===== src/rtl/v810_exc_seq.sv =====
// V810 exception/interrupt entry sequencer.
// Accepts EXC/NMI/INT at instruction boundaries. It then saves PC and PSW
// through the sysreg write port, loads ECR and PSW, and issues the handler vector.
module v810_exc_seq #(
  parameter logic [31:0] DUP_VECTOR = 32'hFFFF_FFD0,
  parameter logic [15:0] NMI_CODE   = 16'hFFD0
) (
  input  logic        CLK,
  input  logic        RESn,
  input  logic        CE,
  input  logic [31:0] PSW,
  input  logic        BOUNDARY,
  input  logic        EXC_REQ,
  input  logic [15:0] EXC_CODE,
  input  logic [31:0] EXC_PC,
  input  logic [31:0] NEXT_PC,
  input  logic        NMI,
  input  logic        INT_REQ,
  input  logic [3:0]  INT_LEVEL,
  output logic        EXC_ACK,
  output logic        NMI_ACK,
  output logic        INT_ACK,
  output logic        BUSY,
  output logic [4:0]  WA,
  output logic [31:0] WD,
  output logic        WE,
  output logic [31:0] PSW_SET,
  output logic [31:0] PSW_RESET,
  output logic [15:0] ECR_CC,
  output logic        ECR_SET_EICC,
  output logic        ECR_SET_FECC,
  output logic        VEC_VALID,
  output logic [31:0] VEC_PC,
  output logic        HALT
);

  // System register select codes for the save slots
  localparam logic [4:0] SRSEL_EIPC  = 5'd0;
  localparam logic [4:0] SRSEL_EIPSW = 5'd1;
  localparam logic [4:0] SRSEL_FEPC  = 5'd2;
  localparam logic [4:0] SRSEL_FEPSW = 5'd3;

  typedef enum logic [2:0] {
    S_IDLE, S_SAVE_PC, S_SAVE_PSW, S_VECTOR, S_FATAL
  } state_t;

  state_t      state;
  logic        nmi_q;
  logic        nmi_pend;
  logic [31:0] psw_s;
  logic [15:0] code_s;
  logic [31:0] vec_s;
  logic        fe_s;
  logic [31:0] set_s;
  logic [31:0] reset_s;

  logic        psw_id, psw_ep, psw_np;
  logic [3:0]  psw_i;
  logic        arb_en, exc_sel, nmi_sel, int_sel, nmi_go, int_ok;
  logic [3:0]  int_new_i;

  logic        acc_fe;
  logic [31:0] acc_pc;
  logic [15:0] acc_code;
  logic [31:0] acc_vec;
  logic [31:0] acc_set;
  logic [31:0] acc_reset;

  assign psw_id = PSW[12];
  assign psw_ep = PSW[14];
  assign psw_np = PSW[15];
  assign psw_i  = PSW[19:16];

  // Arbitration happens only in IDLE, at a boundary, on an enabled cycle.
  // An NMI is blocked while NP is set. In that case it stays pending and does not take priority over INT.
  assign arb_en    = RESn & CE & BOUNDARY & (state == S_IDLE);
  assign nmi_go    = nmi_pend & ~psw_np;
  assign int_ok    = ~psw_id & ~psw_ep & ~psw_np & (INT_LEVEL >= psw_i);
  assign exc_sel   = arb_en & EXC_REQ;
  assign nmi_sel   = arb_en & ~EXC_REQ & nmi_go;
  assign int_sel   = arb_en & ~EXC_REQ & ~nmi_go & INT_REQ & int_ok;
  assign int_new_i = (INT_LEVEL == 4'hF) ? 4'hF : INT_LEVEL + 4'd1;

  assign EXC_ACK = exc_sel;
  assign NMI_ACK = nmi_sel;
  assign INT_ACK = int_sel;
  assign BUSY    = (state != S_IDLE);

  // Snapshot values for whichever source wins arbitration this cycle
  always_comb begin
    acc_fe    = 1'b0;
    acc_pc    = NEXT_PC;
    acc_code  = 16'h0000;
    acc_vec   = 32'h0;
    acc_set   = 32'h0000_5000;
    acc_reset = 32'h0000_2000;
    if (exc_sel) begin
      acc_pc   = EXC_PC;
      acc_code = EXC_CODE;
      if (psw_ep) begin
        acc_fe  = 1'b1;
        acc_vec = DUP_VECTOR;
        acc_set = 32'h0000_9000;
      end else begin
        acc_vec = {16'hFFFF, EXC_CODE[15:4], 4'h0};
      end
    end else if (nmi_sel) begin
      acc_fe   = 1'b1;
      acc_code = NMI_CODE;
      acc_vec  = DUP_VECTOR;
      acc_set  = 32'h0000_9000;
    end else begin
      acc_code  = 16'hFE00 | {8'h00, INT_LEVEL, 4'h0};
      acc_vec   = 32'hFFFF_FE00 | {24'h0, INT_LEVEL, 4'h0};
      acc_set   = 32'h0000_5000 | {12'h0, int_new_i, 16'h0};
      acc_reset = 32'h000F_2000;
    end
  end

  // Sequencer FSM with NMI edge capture and registered sysreg/ECR/PSW/vector outputs
  always_ff @(posedge CLK or negedge RESn) begin
    if (!RESn) begin
      state        <= S_IDLE;
      nmi_q        <= 1'b0;
      nmi_pend     <= 1'b0;
      psw_s        <= 32'h0;
      code_s       <= 16'h0;
      vec_s        <= 32'h0;
      fe_s         <= 1'b0;
      set_s        <= 32'h0;
      reset_s      <= 32'h0;
      WA           <= 5'd0;
      WD           <= 32'h0;
      WE           <= 1'b0;
      PSW_SET      <= 32'h0;
      PSW_RESET    <= 32'h0;
      ECR_CC       <= 16'h0;
      ECR_SET_EICC <= 1'b0;
      ECR_SET_FECC <= 1'b0;
      VEC_VALID    <= 1'b0;
      VEC_PC       <= 32'h0;
      HALT         <= 1'b0;
    end else if (CE) begin
      nmi_q <= NMI;
      // A new rising edge beats the clear from an acceptance in the same cycle
      if (NMI && !nmi_q)
        nmi_pend <= 1'b1;
      else if (nmi_sel)
        nmi_pend <= 1'b0;

      WA           <= 5'd0;
      WD           <= 32'h0;
      WE           <= 1'b0;
      PSW_SET      <= 32'h0;
      PSW_RESET    <= 32'h0;
      ECR_CC       <= 16'h0;
      ECR_SET_EICC <= 1'b0;
      ECR_SET_FECC <= 1'b0;
      VEC_VALID    <= 1'b0;
      VEC_PC       <= 32'h0;

      case (state)
        S_IDLE: begin
          if (exc_sel && psw_np) begin
            state <= S_FATAL;
            HALT  <= 1'b1;
          end else if (exc_sel || nmi_sel || int_sel) begin
            state   <= S_SAVE_PC;
            psw_s   <= PSW;
            code_s  <= acc_code;
            vec_s   <= acc_vec;
            fe_s    <= acc_fe;
            set_s   <= acc_set;
            reset_s <= acc_reset;
            WE      <= 1'b1;
            WA      <= acc_fe ? SRSEL_FEPC : SRSEL_EIPC;
            WD      <= acc_pc;
          end
        end
        S_SAVE_PC: begin
          state        <= S_SAVE_PSW;
          WE           <= 1'b1;
          WA           <= fe_s ? SRSEL_FEPSW : SRSEL_EIPSW;
          WD           <= psw_s;
          ECR_CC       <= code_s;
          ECR_SET_EICC <= ~fe_s;
          ECR_SET_FECC <= fe_s;
          PSW_SET      <= set_s;
          PSW_RESET    <= reset_s;
        end
        S_SAVE_PSW: begin
          state     <= S_VECTOR;
          VEC_VALID <= 1'b1;
          VEC_PC    <= vec_s;
        end
        S_VECTOR: begin
          state <= S_IDLE;
        end
        default: begin
          state <= S_FATAL;
          HALT  <= 1'b1;
        end
      endcase
    end
  end

endmodule


===== config.mk =====
export PLATFORM = sky130hd
export DESIGN_NAME = v810_exc_seq
export DESIGN_NICKNAME = d
export VERILOG_FILES = /design/src/rtl/v810_exc_seq.sv
export SDC_FILE = /design/constraint.sdc
export NUM_CORES = 1
export LEC_CHECK = 0
export BUFFER_PORTS_ARGS = -buffer_cell sky130_fd_sc_hd__buf_2
export CAP_MARGIN = 0
export CORE_ASPECT_RATIO = 1.2
export CORE_UTILIZATION = 45
export DETAILED_ROUTE_END_ITERATION = 10
export PLACE_DENSITY_LB_ADDON = 0.3
export SYNTH_ARGS = -nofsm -noshare
export SYNTH_HDL_FRONTEND = slang
export SYNTH_SLANG_ARGS = --single-unit

===== constraint.sdc =====
create_clock -name CLK -period 2.4 [get_ports CLK]
set_input_delay 0.36 -clock CLK [delete_from_list [all_inputs] [get_ports CLK]]
set_output_delay 0.36 -clock CLK [all_outputs]
set_load 0.05 [all_outputs]

## Word-level counts from Yosys, hierarchy flattened

Cells that the tools add are included.

- Register bits after elaboration: 304
- Output and inout port bits: 158
- Logic and storage cells: 102

- $add $sub $neg: 1
- $lt $le $gt $ge: 1
- Eq/ne operators: 6
- Mux-type cells: 40
- Bitwise logic cells: 21
- Reduce and logical (&&, ||, !) cells: 13

Operator list:

| kind | count |
|---|---|
| two-way mux 32 bit | 9 |
| two-way mux 16 bit | 4 |
| case mux 32 bit (2 select lines) | 1 |
| two-way mux 20 bit | 2 |
| two-way mux 9 bit | 2 |
| AND 1 bit | 13 |
| case mux 3 bit (4 select lines) | 1 |
| two-way mux 1 bit | 11 |
| two-way mux 2 bit | 4 |
| NOT 1 bit | 8 |
| == test 3 x 2 -> 1 bit, second input constant | 2 |
| two-way mux 3 bit | 2 |
| adder 4 x 1 -> 4 bit, second input constant | 1 |
| == test 4 bit, second input constant | 1 |
| greater-or-equal comparator 4 bit | 1 |
| two-way mux 4 bit | 1 |
| case mux 1 bit (2 select lines) | 2 |
| case mux 2 bit (2 select lines) | 1 |
| AND reduction 2 bit | 2 |
| AND reduction 4 bit | 1 |
| == test 3 x 1 -> 1 bit, second input constant | 1 |
| logical NOT 3 bit | 1 |
| inequality test 3 x 1 -> 1 bit, second input constant | 1 |
| AND reduction 3 bit | 1 |
| 7 further kinds | 9 |

## Depth between registers and ports, before layout

- Depth in word-level cells: 11
- Depth in mapped cells: 9

## Worst setup path after synthesis

Ideal clock, no wire load.

- Path kind: register -> output
- From: reg state[1]
- To: out NMI_ACK
- Arrival: 2.062 ns
- Setup slack: -0.022 ns
- Stages on the path, launching flop included: 6
- Path buffers: 2
- Cell sequence: dfrtp_1 -> or3_4 -> or2_1 -> buf_6 -> buf_6 -> nor2_1

- Cells in the longest elaborated chain, start to end: 4

RTL lines:

| element | RTL line | text |
|---|---|---|
| start: declaration | 47 | `state_t state;` |
| start signal: assignment | 123 | `state <= S_IDLE;` |
| start signal: assignment | 165 | `state <= S_FATAL;` |
| start signal: assignment | 168 | `state <= S_SAVE_PC;` |
| logical NOT 3 bit | 76 | `assign arb_en = RESn & CE & BOUNDARY & (state == S_IDLE);` |
| AND 1 bit | 76 |  |
| AND 1 bit (2 in a row) | 80 | `assign nmi_sel = arb_en & ~EXC_REQ & nmi_go;` |
| end: declaration | 21 | `output logic NMI_ACK,` |

Every way passes these cells.

## Worst setup path in the final report

- From: reg state[1]
- To: out INT_ACK

- Cells in the longest elaborated chain, start to end: 6

RTL lines:

| element | RTL line | text |
|---|---|---|
| logical NOT 3 bit | 76 |  |
| AND 1 bit | 76 |  |
| AND 1 bit (4 in a row) | 81 | `assign int_sel = arb_en & ~EXC_REQ & ~nmi_go & INT_REQ & int_ok;` |
| end: declaration | 22 | `output logic INT_ACK,` |

Every way passes these cells.

==> results.sh <==
export IMPL_status="complete, no violations"
export IMPL_num_antenna_cells=0
export IMPL_final_cells=1002
export IMPL_cts_made_buffers=17
export IMPL_gp_congestion=0.821
export IMPL_cts_root_buffer="clkbuf_16"
export IMPL_ys_seq_area_frac=0.536
export IMPL_ys_async_sr_fraction=1.00
export IMPL_slew_limit_headroom=0.491
export IMPL_cts_sinks=148
export IMPL_pin_count=281
export IMPL_grt_first_pass_wirelength_um=26700
export IMPL_port_buffers=221
export IMPL_crit_fanout=4
export IMPL_ys_warn_count=0
export IMPL_end_kind="primary output"
export IMPL_min_period_over_period=0.967
export IMPL_core_um2=15000
export IMPL_drt_pass1_iterations=4
export IMPL_worstMarginPinSlew_ns=0.763
export IMPL_period_minus_slack_ns=2.32
export IMPL_worstPathCellList="or3_4 > or2_1 > nor4_2 > nand2_1 > inv_2 > buf_8"
export IMPL_dp_cells=969
export IMPL_rsz0062_at_grt="yes"
export IMPL_cp_slowest_stage_delay_ns=0.39
export IMPL_most_common_layout_cells="buf_2, dfrtp_1, conb_1, mux2_2, o21ai_0"
export IMPL_clkTransAtPathRegs_ns=0.06
export IMPL_synth_adder_area_share=0.00905
export IMPL_critical_path_class="reg -> out"
export IMPL_worst_path_max_delay_cell="or3_4"
export IMPL_hold_class="in -> async"
export IMPL_track_usage=0.227
export IMPL_synth_simple_area_share=0.0498
export IMPL_setup_tns_ns=0
export IMPL_drv_cap=0
export IMPL_vias_per_cell=5.12
export IMPL_route_detailed_drc=0
export IMPL_cts_buffer_depth=2
export IMPL_netlist_instances=584
export IMPL_syn_cell_area_um2=6910
export IMPL_fp_dieH_um=138
export IMPL_slew_viol_final=0
export IMPL_start_kind="flop"
export IMPL_hold_violations=0
export IMPL_ant_nets=0
export IMPL_placementRows=49
export IMPL_postLayoutCellArea_um2=8610
export IMPL_p_leak_uw=0.00453
export IMPL_overflow=0
export IMPL_netlist_cell_type_count=36
export IMPL_synthFlopType="dfrtp_1"
export IMPL_setup_viol=0
export IMPL_place_hpwl_um=12300
export IMPL_vias=5135
export IMPL_max_freq_ghz=0.431
export IMPL_synth_compound_area_frac=0.144
export IMPL_vdd_ir_drop_max_uv=558
export IMPL_power_density_nw_per_um2=1090
export IMPL_antenna_found_initial=0
export IMPL_layout_commonest_cell="buf_2"
export IMPL_synth_edff_count=0
export IMPL_worst_hold_slack_ns=0.121
export IMPL_synth_top_family_by_area="compound AO/OA/AOI/OAI gates"
export IMPL_synth_mux_area_frac=0.140
export IMPL_clock_latency_ns=0.41
export IMPL_postSynthAreaPerCell_um2=11.8
export IMPL_initial_core_util=0.460
export IMPL_grt_max_degree=149
export IMPL_drive_gt1_frac=0.414
export IMPL_worst_ep_required_time_ns=2.04
export IMPL_skew_ns=0.00437
export IMPL_wire_per_inst_um=17.3
export IMPL_drt_iter0_markers=240
export IMPL_wl_um=17300
export IMPL_nets=915
export IMPL_arrival_ns=1.96
export IMPL_first_global_vias=5064
export IMPL_dieWidth_um=115
export IMPL_ys_ff_latch=148
export IMPL_cts_tree="yes"
export IMPL_fp_dieArea_um2=15900
export IMPL_synth_xor_area_frac=0
export IMPL_area_delta_synth_final_pct=24.5
export IMPL_h_tree_depth=4
export IMPL_placed_area_um2=7960
## Yosys cell counts (7+ instances only)
master	n	area, µm²
a21oi_1	7	35.0
dfrtp_1	148	3700
mux2i_1	37	370
a21o_1	9	67.6
inv_1	17	63.8
mux2_2	53	597
or3_1	7	43.8
a22o_1	38	333
nor2_1	11	41.3
o21ai_0	42	210
clkbuf_1	24	90.1
a22oi_1	32	240
nand2b_1	11	68.8
buf_4	83	623
nand2_1	17	63.8
## routing by layer
metal / routed length [µm] / vias to the layer above / track usage / part of all wire
li1: - / 2369 / - / -
met3: 1100 / 25 / 0.0550 / 0.063
met2: 8540 / 224 / 0.377 / 0.49
met5: 0 / - / 0 / 0
met1: 7210 / 2517 / 0.278 / 0.42
met4: 467 / 0 / 0.105 / 0.027
## flip-flops by register name, summed over array words and instances, names as in the netlist
signal,flops
HALT,1
WD,32
WA,2
nmi_q,1
reset_s,1
PSW_SET,7
vec_s,13
state,3
psw_s,32
ECR_CC,16
PSW_RESET,1
code_s,16
ECR_SET_EICC,1
VEC_PC,13
nmi_pend,1
set_s,6
WE,1
VEC_VALID,1
## cell type report
type	instances	area, µm²
fillers	1261	6410
well taps	204	255
clock buffers	20	447
clock inverters	10	158
inverters	17	63.8
flip-flops and latches	148	3700
repair buffers	242	1360
multi-input cells	361	2620
## repair_timing
item	CTS	global route
endpoints found under the setup margin	2	2
pin swaps	2	0
gates resized for setup	5	2
hold buffers	0	0
buffers inserted	3	0
## critical path, delay by kind of cell, from the launching register on
| family | cells | cell delay (ns) |
|---|---|---|
| flip-flops | 1 | 0.37 |
| AND/OR/NAND/NOR | 4 | 0.92 |
| buffers and inverters | 2 | 0.24 |
## cell families (layout without fill, tap and decap cells)
| family | count (synthesis) | count (layout) |
|---|---|---|
| DFF | 148 | 148 |
| AOI/OAI and AO/OA | 142 | 142 |
| buffers and inverters | 133 | 289 |
| muxes | 90 | 90 |
| and+or+nand+nor | 65 | 65 |
| adders and majority gates | 5 | 5 |
| other | 1 | 59 |
## through the flow
stage	setup slack (ns)	utilization	power, µW
after global routing	-0.0179	0.573	9840
after floorplan	0.0794	-	6010
after global placement	0.167	0.530	6590
after detailed placement	0.0899	0.530	6700
after CTS	0.0231	0.572	9470
final	0.0789	0.573	9380
## where the power goes
group / switching (µW) / internal, µW / total [µW] / leakage (µW)
logic: 2020 / 941 / 2960 / 0.00231
registers: 431 / 3270 / 3700 / 0.00192
clock network: 971 / 1750 / 2720 / 0.000299
## final timing paths
kind,startpoint,slack (ns),to,cells after the start
min in group CLK,PSW[0],0.17,psw_s[0],2
max in group asynchronous,RESn,1.76,psw_s[1],2
min reg2reg,nmi_q,0.46,nmi_pend,1
max reg2reg,state[1],0.41,vec_s[13],5
max,state[1],0.08,INT_ACK,6
min,RESn,0.12,vec_s[5],2
(Power assumes the default switching activity.)
